**src/rtl/seq_alu.sv**
```systemverilog
// Sequential ALU: single-cycle arithmetic/logic ops and iterative
// one-bit-per-cycle shifts and rotates behind a start/busy/done handshake.
module seq_alu #(
    parameter int WIDTH = 8,
    localparam int SHW = $clog2(WIDTH)
) (
    input  logic             clk,
    input  logic             rst,
    input  logic             start,
    input  logic [3:0]       op,
    input  logic [WIDTH-1:0] a,
    input  logic [WIDTH-1:0] b,
    input  logic [SHW-1:0]   shamt,
    output logic             busy,
    output logic             done,
    output logic [WIDTH-1:0] r,
    output logic             c_flag,
    output logic             v_flag,
    output logic             z_flag,
    output logic             n_flag,
    output logic             err
);

    localparam logic [3:0] OP_ADD = 4'd0;
    localparam logic [3:0] OP_SUB = 4'd1;
    localparam logic [3:0] OP_XOR = 4'd2;
    localparam logic [3:0] OP_AND = 4'd3;
    localparam logic [3:0] OP_OR  = 4'd4;
    localparam logic [3:0] OP_NOR = 4'd5;
    localparam logic [3:0] OP_SHL = 4'd6;
    localparam logic [3:0] OP_SHR = 4'd7;
    localparam logic [3:0] OP_ROL = 4'd8;
    localparam logic [3:0] OP_ROR = 4'd9;

    typedef enum logic [1:0] {
        IDLE  = 2'd0,
        EXEC  = 2'd1,
        SHIFT = 2'd2
    } state_t;

    state_t           state;
    logic [3:0]       opReg;
    logic [WIDTH-1:0] aReg;
    logic [WIDTH-1:0] bReg;
    logic [SHW-1:0]   cnt;
    logic             carry;

    logic [WIDTH-1:0] bOp;
    logic             cin;
    logic [WIDTH:0]   sum;
    logic             msbCarryIn;
    logic [WIDTH-1:0] execR;
    logic             execC;
    logic             execV;
    logic             execErr;
    logic [WIDTH-1:0] shNext;
    logic             shOut;
    logic             isShiftOp;

    assign isShiftOp = (op == OP_SHL) || (op == OP_SHR)
                    || (op == OP_ROL) || (op == OP_ROR);

    // SUB reuses the adder as a + ~b + 1
    always_comb begin
        cin        = (opReg == OP_SUB);
        bOp        = cin ? ~bReg : bReg;
        sum        = {1'b0, aReg} + {1'b0, bOp} + (WIDTH + 1)'(cin);
        msbCarryIn = aReg[WIDTH-1] ^ bOp[WIDTH-1] ^ sum[WIDTH-1];
    end

    always_comb begin
        execR   = '0;
        execC   = 1'b0;
        execV   = 1'b0;
        execErr = 1'b0;
        case (opReg)
            OP_ADD, OP_SUB: begin
                execR = sum[WIDTH-1:0];
                execC = sum[WIDTH];
                execV = msbCarryIn ^ sum[WIDTH];
            end
            OP_XOR: execR = aReg ^ bReg;
            OP_AND: execR = aReg & bReg;
            OP_OR:  execR = aReg | bReg;
            OP_NOR: execR = ~(aReg | bReg);
            default: execErr = 1'b1;
        endcase
    end

    // One bit position per cycle; shOut is the bit leaving the word
    always_comb begin
        shNext = aReg;
        shOut  = 1'b0;
        case (opReg)
            OP_SHL: begin
                shNext = {aReg[WIDTH-2:0], 1'b0};
                shOut  = aReg[WIDTH-1];
            end
            OP_SHR: begin
                shNext = {1'b0, aReg[WIDTH-1:1]};
                shOut  = aReg[0];
            end
            OP_ROL: begin
                shNext = {aReg[WIDTH-2:0], aReg[WIDTH-1]};
                shOut  = aReg[WIDTH-1];
            end
            OP_ROR: begin
                shNext = {aReg[0], aReg[WIDTH-1:1]};
                shOut  = aReg[0];
            end
            default: begin
                shNext = aReg;
                shOut  = 1'b0;
            end
        endcase
    end

    always_ff @(posedge clk or posedge rst) begin
        if (rst) begin
            state  <= IDLE;
            opReg  <= '0;
            aReg   <= '0;
            bReg   <= '0;
            cnt    <= '0;
            carry  <= 1'b0;
            busy   <= 1'b0;
            done   <= 1'b0;
            r      <= '0;
            c_flag <= 1'b0;
            v_flag <= 1'b0;
            z_flag <= 1'b0;
            n_flag <= 1'b0;
            err    <= 1'b0;
        end else begin
            done <= 1'b0;
            case (state)
                IDLE: begin
                    if (start) begin
                        opReg <= op;
                        aReg  <= a;
                        bReg  <= b;
                        cnt   <= shamt;
                        carry <= 1'b0;
                        busy  <= 1'b1;
                        state <= isShiftOp ? SHIFT : EXEC;
                    end
                end
                EXEC: begin
                    r      <= execR;
                    c_flag <= execC;
                    v_flag <= execV;
                    z_flag <= (execR == '0);
                    n_flag <= execR[WIDTH-1];
                    err    <= execErr;
                    done   <= 1'b1;
                    busy   <= 1'b0;
                    state  <= IDLE;
                end
                SHIFT: begin
                    if (cnt == '0) begin
                        r      <= aReg;
                        c_flag <= carry;
                        v_flag <= 1'b0;
                        z_flag <= (aReg == '0);
                        n_flag <= aReg[WIDTH-1];
                        err    <= 1'b0;
                        done   <= 1'b1;
                        busy   <= 1'b0;
                        state  <= IDLE;
                    end else begin
                        aReg  <= shNext;
                        carry <= shOut;
                        cnt   <= cnt - SHW'(1);
                    end
                end
                default: begin
                    busy  <= 1'b0;
                    state <= IDLE;
                end
            endcase
        end
    end

endmodule

```
**config.mk**
```make
export PLATFORM = sky130hd
export DESIGN_NAME = seq_alu
export DESIGN_NICKNAME = d
export VERILOG_FILES = /design/src/rtl/seq_alu.sv
export SDC_FILE = /design/constraint.sdc
export NUM_CORES = 1
export LEC_CHECK = 0
export CAP_MARGIN = 20
export CORE_MARGIN = 2
export CORE_UTILIZATION = 40
export CTS_CLUSTER_DIAMETER = 150
export DETAILED_ROUTE_END_ITERATION = 8
export GPL_ROUTABILITY_DRIVEN = 0
export PLACE_DENSITY = 0.72
export SETUP_SLACK_MARGIN = 0.1
export SYNTH_ARGS = -nofsm -noshare
export SYNTH_HDL_FRONTEND = slang
export SYNTH_SLANG_ARGS = --single-unit
export TNS_END_PERCENT = 20
```
**constraint.sdc**
```tcl
create_clock -name clk -period 3.6 [get_ports clk]
set_input_delay 1.08 -clock clk [delete_from_list [all_inputs] [get_ports clk]]
set_output_delay 1.08 -clock clk [all_outputs]
set_load 0.02 [all_outputs]
```
; ---- Word level (Yosys, flattened, before mapping)
; Index checks and enable logic that the tools add are counted.
[word_totals]
reg_bits = 41
inputBits = 26
word_cells = 98
[op_classes]
add_sub_neg = 3
eq_ne = 19
mux = 35
bitwise = 8
reduce_logical = 19
[ops]
columns = op, count
row1 = one-hot mux 8 bit (5 select lines), 1
row2 = two-way mux 8 bit, 4
row3 = one-hot mux 8 bit (2 select lines), 2
row4 = one-hot mux 8 bit (4 select lines), 1
row5 = == test 4 x 3 -> 1 bit (second input constant), 6
row6 = one-hot mux 1 bit (2 select lines), 9
row7 = == test 4 bit (second input constant), 4
row8 = logical NOT 8 bit, 2
row9 = NOT 8 bit, 2
row10 = two-way mux 1 bit, 11
row11 = adder 8 x 8 -> 9 bit, 1
row12 = adder 9 x 1 -> 9 bit, 1
row13 = bitwise AND 8 bit, 1
row14 = == test 4 x 2 -> 1 bit (second input constant), 2
row15 = bitwise OR 8 bit, 1
row16 = XOR 8 bit, 1
row17 = two-way mux 2 bit, 3
row18 = two-way mux 3 bit, 2
row19 = inequality test 2 bit (second input constant), 3
row20 = one-hot mux 3 bit (2 select lines), 1
row21 = AND reduction 2 bit, 3
row22 = OR reduction 2 bit, 3
row23 = OR reduction 6 bit, 1
row24 = inequality test 5 bit (second input constant), 1
row25 = 13 further kinds, 18

; ---- Depth between registers and ports, before layout
; Gate-level depths: netlist (run 1).
[depth]
depth_word = 8
ltp_mapped = 13
depth_no_buf = 10

; ---- Worst setup path after synthesis (run 1)
; Ideal clock, no wire load.
[synth_timing]
path_type = flip-flop to flip-flop
start = register opReg[3]
end = register r[5]
setup_ns = 0.074
arrival_ns = 2.839
required_ns = 3.526
path_slack_ns = 0.687
stages_incl_launch_ff = 13
path_buffers = 2
period_less_slack_ns = 2.913
path_cell_list = dfrtp_1 -> buf_4 -> nor4b_2 -> buf_6 -> xnor2_1 -> ha_1 -> and3_1 -> a311o_1 -> a2111oi_2 -> a41o_1 -> a21oi_1 -> a211o_1 -> o21ai_2
[synth_via]
elab_chain_len = 6
elab_cells_between_ends = 12
classes_between = 2 x add/sub / 5 x eq/ne / 3 x mux / 2 x reduce/logical
[synth_rtl]
columns = item, line
row1 = "start, declared", 42  ; logic [3:0] opReg;
row2 = "start signal, assigned", 139  ; opReg <= op;
row3 = == test 4 x 1 -> 1 bit, "65, 76"
row4 = two-way mux 8 bit, 66  ; bOp = cin ? ~bReg : bReg;
row5 = adder 8 x 8 -> 9 bit, 67  ; sum = {1'b0, aReg} + {1'b0, bOp} + (WIDTH + 1)'(cin);
row6 = adder 9 x 1 -> 9 bit, 67
row7 = one-hot mux 8 bit (5 select lines) *, 76  ; case (opReg)
row8 = one-hot mux 8 bit (2 select lines) *, 136  ; case (state)
row9 = "end signal, assigned", 149  ; r <= execR;
row10 = "end signal, assigned", 161  ; r <= aReg;
row11 = "end, declared", 16  ; output logic [WIDTH-1:0] r,
; Every way passes the cells marked *; elsewhere a longest branch is shown, timed or not.
; A chain may end at the register's enable or synchronous reset.

; ---- Worst setup path in the final report (run 1)
[layout_timing]
start = register opReg[3]
end = register z_flag
[layout_via]
elab_chain_len = 7
elab_cells_between_ends = 13
classes_between = 2 x add/sub / 5 x eq/ne / 3 x mux / 3 x reduce/logical
[layout_rtl]
columns = item, line
row1 = == test 4 x 1 -> 1 bit, "65, 76"
row2 = two-way mux 8 bit, 66
row3 = adder 8 x 8 -> 9 bit, 67
row4 = adder 9 x 1 -> 9 bit, 67
row5 = one-hot mux 8 bit (5 select lines) *, 76
row6 = logical NOT 8 bit *, 152  ; z_flag <= (execR == '0);
row7 = one-hot mux 1 bit (2 select lines) *, 136
row8 = "end signal, assigned", 152
row9 = "end signal, assigned", 164  ; z_flag <= (aReg == '0);
row10 = "end, declared", 19  ; output logic z_flag,
; Marked as above.

==> results of run 1 <==
## final cells by class
class	count	share of cell area, %
clock inverter	3	1.233
clock buffer	5	1.832
tap	102	3.398
sequential	40	26.65
inverter	27	2.698
timing repair buffer	49	12.46
multi-input combinational	264	51.73
## stage by stage
step | hold slack [ns] | area (um2) | worst slack [ns] | util [%] | cells
5_1_grt | 0.5203 | 3756 | 0.3999 | 48.86 | 490
4_1_cts | 0.4954 | 3756 | 0.6205 | 48.86 | 490
3_5_place_dp | 0.4751 | 3641 | 0.5639 | 47.36 | 482
3_3_place_gp | 0.4604 | 3641 | 0.6484 | 47.36 | 482
2_1_floorplan | 0.4498 | 3153 | 0.6866 | - | 354
6_report | 0.4891 | 3756 | 0.5969 | 48.86 | 490
## logic make-up (layout without fill, tap and decap cells)
family | count (synthesis) | after routing | synth area share, %
buffers and inverters | 50 | 84 | 6.627
XOR/XNOR | 17 | 17 | 4.722
flip-flops | 40 | 40 | 31.75
adder cells (fa/ha/maj) | 29 | 29 | 11.75
AND/OR/NAND/NOR | 91 | 91 | 14.84
multiplexers | 24 | 24 | 8.254
AO/OA/AOI/OAI | 103 | 103 | 22.06
## routing by layer
layer | wire, um | vias to the layer above | global-route usage, %
met5 | 0 | - | 0
met4 | 162 | 0 | 5.025
met3 | 412 | 15 | 3.092
met2 | 3566 | 91 | 28.74
met1 | 3650 | 1296 | 27.70
li1 | - | 1344 | -
## path summary, 6_finish.rpt
check / startpoint / endpoint / slack [ns] / depth (start not counted)
setup / recovery: opReg[3] / z_flag / 0.60 / 11
hold / removal: r[1] / r[1] / 0.49 / 2
setup reg to reg: opReg[3] / z_flag / 0.60 / 11
hold reg to reg: r[1] / r[1] / 0.49 / 2
max in group asynchronous: rst / z_flag / 2.06 / 3
min in group asynchronous: rst / aReg[5] / 1.19 / 3
## power by group through the flow
stage                     combinational [mW]  sequential, mW  clock [mW]
after floorplan                         1.99           0.907           0
after global placement                  2.62           0.904           0
after detailed placement                2.69           0.913           0
after CTS                               2.71           0.902       0.401
after global routing                    3.03           0.936       0.418
final                                   2.73           0.906       0.397
## state kept, by name (all words and copies together) (netlist names), 2 cells and up
register / cells
aReg: 8
cnt: 3
r: 8
bReg: 8
opReg: 4
state: 2
## tightest hold or removal path, cell delays in order (launching register included)
cell,delay (ns)
dfrtp_1,0.35
nand2_1,0.05
o21ai_0,0.06
## cell usage in the layout, fill, tap and decap left out, drive strengths merged, types with 5 or more instances in the layout
master and count:
a21o 10, a21oi 27, a221oi 5, a311oi 6, buf 9, clkbuf 5
clkdlybuf4s50 40, dfrtp 40, ha 28, inv 27, mux2 16, mux2i 8
nand2 25, nand3 9, nor2 23, nor2b 7, o21ai 20, o22ai 5
xnor2 14
==> metrics.csv, run 1 <==
metric,value,unit
status,completed,
syn-num-nets,409,
diodes,0,
tightest_slew,1.004,ns
post_cts_buffers,0,
clock_sinks,40,
grt_max_degree,41,
post-route-period-util,83.42,%
synth_edf_count,0,
relSlewSlack,32.96,%
hold_class,reg2reg,
powerDensity,1074,nW/um2
std_cell_rows,32,
crit_arrival,3.23,ns
wl,7791,um
cts-root-buf,clkbuf_8,
worstPathRequired,3.82,ns
cts_buffer_depth,2,
ys_ff_latch,40,
seqCellArea,1001,um2
die_area,8609,um2
netlist_instances,354,
drive_gt1_share,10.05,%
clkLatencyLatePin,0.31,ns
via_count,2746,
syn_to_final_growth,19.13,%
seq_power_share,22.5,%
rsz0062_at_grt,no,
synth_top_area_share,31.75,%
grt_pass1_vias,2590,
cts_tree,done,
htreeDepth,2,
worstPathBufferInverterCount,1,
crit_slowest_cell,a2111oi_0,
design.core.area,7687,um2
postSynthAreaPerCell,8.907,um2
die_h,92.79,um
drtPass1Iterations,4,
finalNetCount,442,
post-dp-hpwl,5701,um
synth.area.top_cells,"dfrtp_1, ha_1, mux2_2",
p_switching,1.953,mW
cp_cell_sequence,nor4b_2 > buf_4 > xnor2_1 > ha_1 > a21o_1 > a21oi_1 > xnor2_1 > a2111oi_0 > and4b_1 > nand3_1 > o211ai_1,
finalSetupViolations,0,
slew_violations,0,
syn_area,3153,um2
worst-path-max-fanout,8,
synth_ff_type,dfrtp_1,
p_clk_share,9.8,%
grt_overflow,0,
yosysTopAreaCell,dfrtp_1,
ctsResizeCount,0,
drt_iter0_drc,170,
grtUsageTotal,18.87,%
period_needed,3.003,ns
die_w,92.79,um
vias_per_cell,5.604,
ir_drop,0.4446,mV
pwr-share-comb,67.7,%
route.antenna.remaining_nets,0,
n_fill_cell,740,
critPathKind,reg2reg,
ctsHoldBuffers,0,
multi_input_area,1943,um2
path_common_cell,xnor2_1,
cp_top_family,compound AO/OA/AOI/OAI gates,
antenna_found_initial,0,
synth.yosys.seq_area_share,31.75,%
routedWlPerCell,15.90,um
hold_viol,0,
p_int,2.081,mW
synthArstFlopShare,100.0,%
p_leak,1.675,nW
drc,0,
critPathLaunchType,register,
drv_cap,0,
yosys-top-cells-count,"dfrtp_1, ha_1, a21oi_1",
clock_skew,0.01308,ns
grt_pass1_wl,13050,um
path_clk_slew,0.08,ns
num_io_pins,41,
cp-end-kind,register,
yosysMostFrequentCell,dfrtp_1,
io_buffers,40,
numCtsBuffers,5,
initial_utilization,41.02,%
ys_warn_count,0,
fmax,333.0,MHz
fin_setup_tns,0,ns
ys_types,61,
power,4.033,mW
p_sw_share,48.41,%
max_stage_delay,0.42,ns
No activity file was read; power rests on OpenSTA's default activity.
==> run 2: changes to the inputs <==
Clock period 3.6 ns to 3.1 ns, I/O delays scaled along.
==> run 2 against run 1 <==
Design area increased by 4.5%. Hold slack got worse by 0.0092 ns. Sequential power increased by 15%. Die area unchanged. Sequential cell count unchanged. Critical path depth unchanged. Critical endpoint is now r[3]. Register-to-register slack got worse by 0.40 ns. Highest routed layer unchanged. First-iteration DRC count increased by 16%. Global-route usage increased by 0.82 points. Worst setup slack got worse by 0.40 ns. Cell count increased by 2.7%.
==> metrics.csv, run 2 (synthesized netlist as in run 1, its figures left out) <==
metric,value,unit
num_io_pins,41,
initial_utilization,41.02,%
diodes,0,
drt_iter0_drc,197,
critPathLaunchType,register,
seq_power_share,20.2,%
clock_sinks,40,
tightest_slew,1.047,ns
r2r_cells,11,
cts_buffer_depth,2,
cp-end-kind,register,
numCtsBuffers,5,
fmax,344.2,MHz
die_w,92.79,um
cts_tree,done,
hold_class,reg2reg,
drtPass1Iterations,5,
finalNetCount,455,
final_util,51.07,%
worstPathRequired,3.33,ns
p_switching,2.421,mW
hold_ws,0.4800,ns
hp-start,cnt[2],
r2r-end,r[3],
crit_arrival,3.14,ns
post-dp-hpwl,5937,um
drc,0,
cp_cell_sequence,nor4b_4 > xnor2_2 > ha_1 > and3_1 > a311o_1 > buf_4 > a21oi_1 > xnor2_1 > a21oi_1 > a211o_1 > o21ai_1,
rrSetupSlack,0.19,ns
die_area,8609,um2
worstPathBufferInverterCount,1,
fin_setup_tns,0,ns
worst-path-max-fanout,4,
design.core.area,7687,um2
vias_per_cell,5.753,
r2r-start,opReg[2],
crit_slowest_cell,dfrtp_1,
rsz0062_at_grt,yes,
hold_path_depth,2,
cts-root-buf,clkbuf_8,
max_stage_delay,0.41,ns
critPathKind,reg2reg,
io_buffers,40,
post-route-period-util,93.72,%
path_common_cell,a21oi_1,
p_leak,1.764,nW
path_clk_slew,0.09,ns
grt_pass1_wl,13500,um
htreeDepth,2,
pwr-share-comb,70.5,%
syn_to_final_growth,24.52,%
relSlewSlack,30.06,%
drive_gt1_share,15.21,%
via_count,2894,
p_sw_share,47.16,%
cp_top_family,compound AO/OA/AOI/OAI gates,
worstHoldEndpoint,cnt[2],
wl,8339,um
top_regs,"aReg (8), bReg (8), r (8)",
grt_max_degree,41,
die_h,92.79,um
powerDensity,1308,nW/um2
grt_pass1_vias,2702,
std_cell_rows,32,
antenna_found_initial,0,
clock_skew,0.01089,ns
grt_overflow,0,
hold_viol,0,
ir_drop,0.5721,mV
routedWlPerCell,16.58,um
route.antenna.remaining_nets,0,
final_cell_mix,"dfrtp_1, clkdlybuf4s50_1, inv_1",
period_needed,2.905,ns
status,completed,
p_int,2.713,mW
grtUsageTotal,19.68,%
drv_cap,0,
clkLatencyLatePin,0.30,ns
slew_violations,0,
p_clk_share,9.3,%
finalSetupViolations,0,
run 2: area by class of cell:
class / count / area [um2]
fill: 721 / 3761
multi-input combinational: 264 / 2001
sequential: 40 / 1001
timing repair buffer: 62 / 569.3
tap: 102 / 127.6
inverter: 27 / 101.3
clock buffer: 7 / 96.34
clock inverter: 1 / 30.03
run 2: worst reg2reg max path, delay by kind of cell (launching register included):
| kind | cells | cell delay (ns) |
|---|---|---|
| AOI/OAI and AO/OA | 5 | 1.10 |
| and+or+nand+nor | 2 | 0.56 |
| DFF | 1 | 0.41 |
| xor gates and xnor gates | 2 | 0.33 |
| adders and majority gates | 1 | 0.28 |
| buffers and inverters | 1 | 0.17 |
run 2: timing repair:
item / in CTS / in global routing
resized for setup: 0 / 13
setup buffers: 0 / 9
hold buffers: 0 / 0
setup endpoints to repair: 0 / 6
run 2: per-stage QoR:
| step | instances | setup WS [ns] | instance area, um2 | power, mW |
|---|---|---|---|---|
| after floorplan | 354 | 0.1866 | 3153 | 3.369 |
| after global placement | 486 | 0.2451 | 3671 | 4.147 |
| after detailed placement | 486 | 0.1427 | 3671 | 4.249 |
| after CTS | 494 | 0.1240 | 3797 | 4.755 |
| after global routing | 503 | 0.05899 | 3926 | 5.542 |
| final | 503 | 0.1947 | 3926 | 5.134 |
run 2: worst max path at each step:
stage	from	endpoint	slack [ns]	depth (start not counted)
after global placement	opReg[3]	v_flag	0.25	10
after global routing	opReg[2]	c_flag	0.06	11
after CTS	opReg[3]	v_flag	0.12	10
after detailed placement	opReg[3]	v_flag	0.14	10
after floorplan	opReg[3]	r[5]	0.19	12
final	opReg[2]	r[3]	0.19	11
run 2: metal layers:
layer	vias to the layer above	GRT usage (%)	wire (um)
li1	1365	-	-
met1	1376	27.47	3660
met2	135	30.86	3915
met3	18	3.336	544
met4	0	6.740	218
met5	-	0	0
run 2: power by group through the flow:
stage	logic (mW)	registers, mW	clock network [mW]
detailed placement	3.22	1.03	0
global placement	3.12	1.02	0
finish	3.62	1.04	0.477
global route	3.96	1.07	0.512
floorplan	2.32	1.05	0
CTS	3.25	1.02	0.487
==> run 3: changes to the inputs <==
Settings changed: ABC_CLOCK_PERIOD_IN_PS set to 3100, PLACE_DENSITY 0.72 to 0.6, RECOVER_POWER set to 25.
==> run 3 against run 2 <==
Design area decreased by 2.0%. Critical path type unchanged. Combinational power decreased by 5.8%. Global-route usage up 0.40 points. Clock power shrank 4.8%. Die area is the same. Clock skew decreased by 0.00078 ns. Sequential share of layout area grew 0.51 points. Critical path depth decreased by 1. Largest power group unchanged. First-iteration DRC count up 38%. Highest routed layer unchanged. Register-to-register slack better by 0.04 ns. Total power is 5.2% lower. Utilization decreased by 1.0 points. Critical endpoint is now v_flag.
==> metrics.csv, run 3 (synthesized netlist as in run 1, its figures left out) <==
metric,value,unit
final_cell_mix,"dfrtp_1, clkdlybuf4s50_1, ha_1, a21oi_1, inv_1",
r2r-start,opReg[3],
hold_path_depth,2,
drive_gt1_share,13.03,%
route.antenna.remaining_nets,0,
r2r_cells,10,
std_cell_rows,32,
fmax,349.4,MHz
post-route-period-util,92.32,%
io_buffers,40,
routedWlPerCell,16.66,um
die_h,92.79,um
design_area,3849,um2
powerDensity,1264,nW/um2
worst-path-max-fanout,8,
status,completed,
clkLatencyLatePin,0.31,ns
rrSetupSlack,0.24,ns
top_regs,"aReg (8), bReg (8), r (8)",
syn_to_final_growth,22.06,%
hold_class,reg2reg,
grt_overflow,0,
ir_drop,0.5983,mV
grt_max_degree,41,
crit_arrival,3.07,ns
antenna_found_initial,0,
cts_buffer_depth,2,
finalNetCount,453,
grtUsageTotal,20.08,%
grt_pass1_vias,2656,
worstPathRequired,3.30,ns
via_count,2822,
period_needed,2.862,ns
clock_sinks,40,
place_area,3694,um2
drc,0,
drv_cap,0,
hp-start,r[0],
num_io_pins,41,
drt_iter0_drc,271,
critPathLaunchType,register,
htreeDepth,2,
n_fill_cell,774,
finalSetupViolations,0,
path_clk_slew,0.09,ns
wl,8345,um
clock_skew,0.01012,ns
relSlewSlack,29.91,%
fin_setup_tns,0,ns
drtPass1Iterations,4,
initial_utilization,41.02,%
hold_ws,0.4849,ns
die_area,8609,um2
cp-end-kind,register,
cts_tree,done,
p_leak,1.734,nW
numCtsBuffers,5,
post-dp-hpwl,6117,um
die_w,92.79,um
worstHoldEndpoint,r[0],
critPathKind,reg2reg,
cts-root-buf,clkbuf_8,
grt_pass1_wl,13680,um
rsz0062_at_grt,yes,
tightest_slew,1.051,ns
diodes,0,
hold_viol,0,
final_common_cell,dfrtp_1,
design.core.area,7687,um2
vias_per_cell,5.633,
slew_violations,0,
r2r-end,v_flag,
## run 3: metrics by stage
step	setup slack [ns]	total power [mW]	util, %	instances
4_1_cts	0.1542	4.784	49.54	497
3_5_place_dp	0.1653	4.316	48.05	489
2_1_floorplan	0.1866	3.369	-	354
5_1_grt	0.06926	5.288	50.07	501
3_3_place_gp	0.2483	4.253	48.05	489
6_report	0.2381	4.865	50.07	501
## run 3: power by group
group	leakage, nW	switching [mW]	internal, mW
logic	1.19	1.88	1.52
clock network	0.0548	0.212	0.243
registers	0.493	0.238	0.765
total	1.73	2.33	2.53
## run 3: what timing repair did
item,in CTS,in global routing
setup buffers,0,4
gates resized for setup,0,3
hold endpoints to repair,0,0
setup endpoints to repair,0,5
hold buffers,0,0
## run 3: metal layers
metal | routed length, um | global-route usage [%] | up-vias | part of all wire [%]
li1 | - | - | 1368 | -
met1 | 3809 | 28.62 | 1358 | 46
met2 | 3906 | 31.76 | 85 | 47
met3 | 519 | 2.766 | 11 | 6.2
met4 | 110 | 5.760 | 0 | 1.3
met5 | 0 | 0 | - | 0
## run 3: final cells by class
| class | count | area, um2 | area share, % |
|---|---|---|---|
| timing repair buffer | 60 | 548.0 | 14.24 |
| sequential | 40 | 1001 | 26.01 |
| tap | 102 | 127.6 | 3.316 |
| clock buffer | 5 | 68.82 | 1.788 |
| inverter | 27 | 101.3 | 2.633 |
| clock inverter | 3 | 46.29 | 1.203 |
| multi-input combinational | 264 | 1956 | 50.81 |
## run 3: worst max path at each step
stage / to / slack [ns] / start / depth (start not counted)
3_3_place_gp: v_flag / 0.25 / opReg[3] / 10
5_1_grt: z_flag / 0.07 / opReg[0] / 11
2_1_floorplan: r[5] / 0.19 / opReg[3] / 12
4_1_cts: z_flag / 0.15 / opReg[3] / 11
6_report: v_flag / 0.24 / opReg[3] / 10
3_5_place_dp: z_flag / 0.17 / opReg[3] / 11
## run 3: worst max-delay path: stages (launching register included)
cell and delay [ns]:
dfrtp_1 0.39, nor4b_2 0.34, buf_4 0.22, xnor2_1 0.14, ha_1 0.34, a21o_1 0.27
a221o_1 0.35, a21o_1 0.18, a21oi_1 0.21, xnor2_1 0.09, a32o_1 0.25
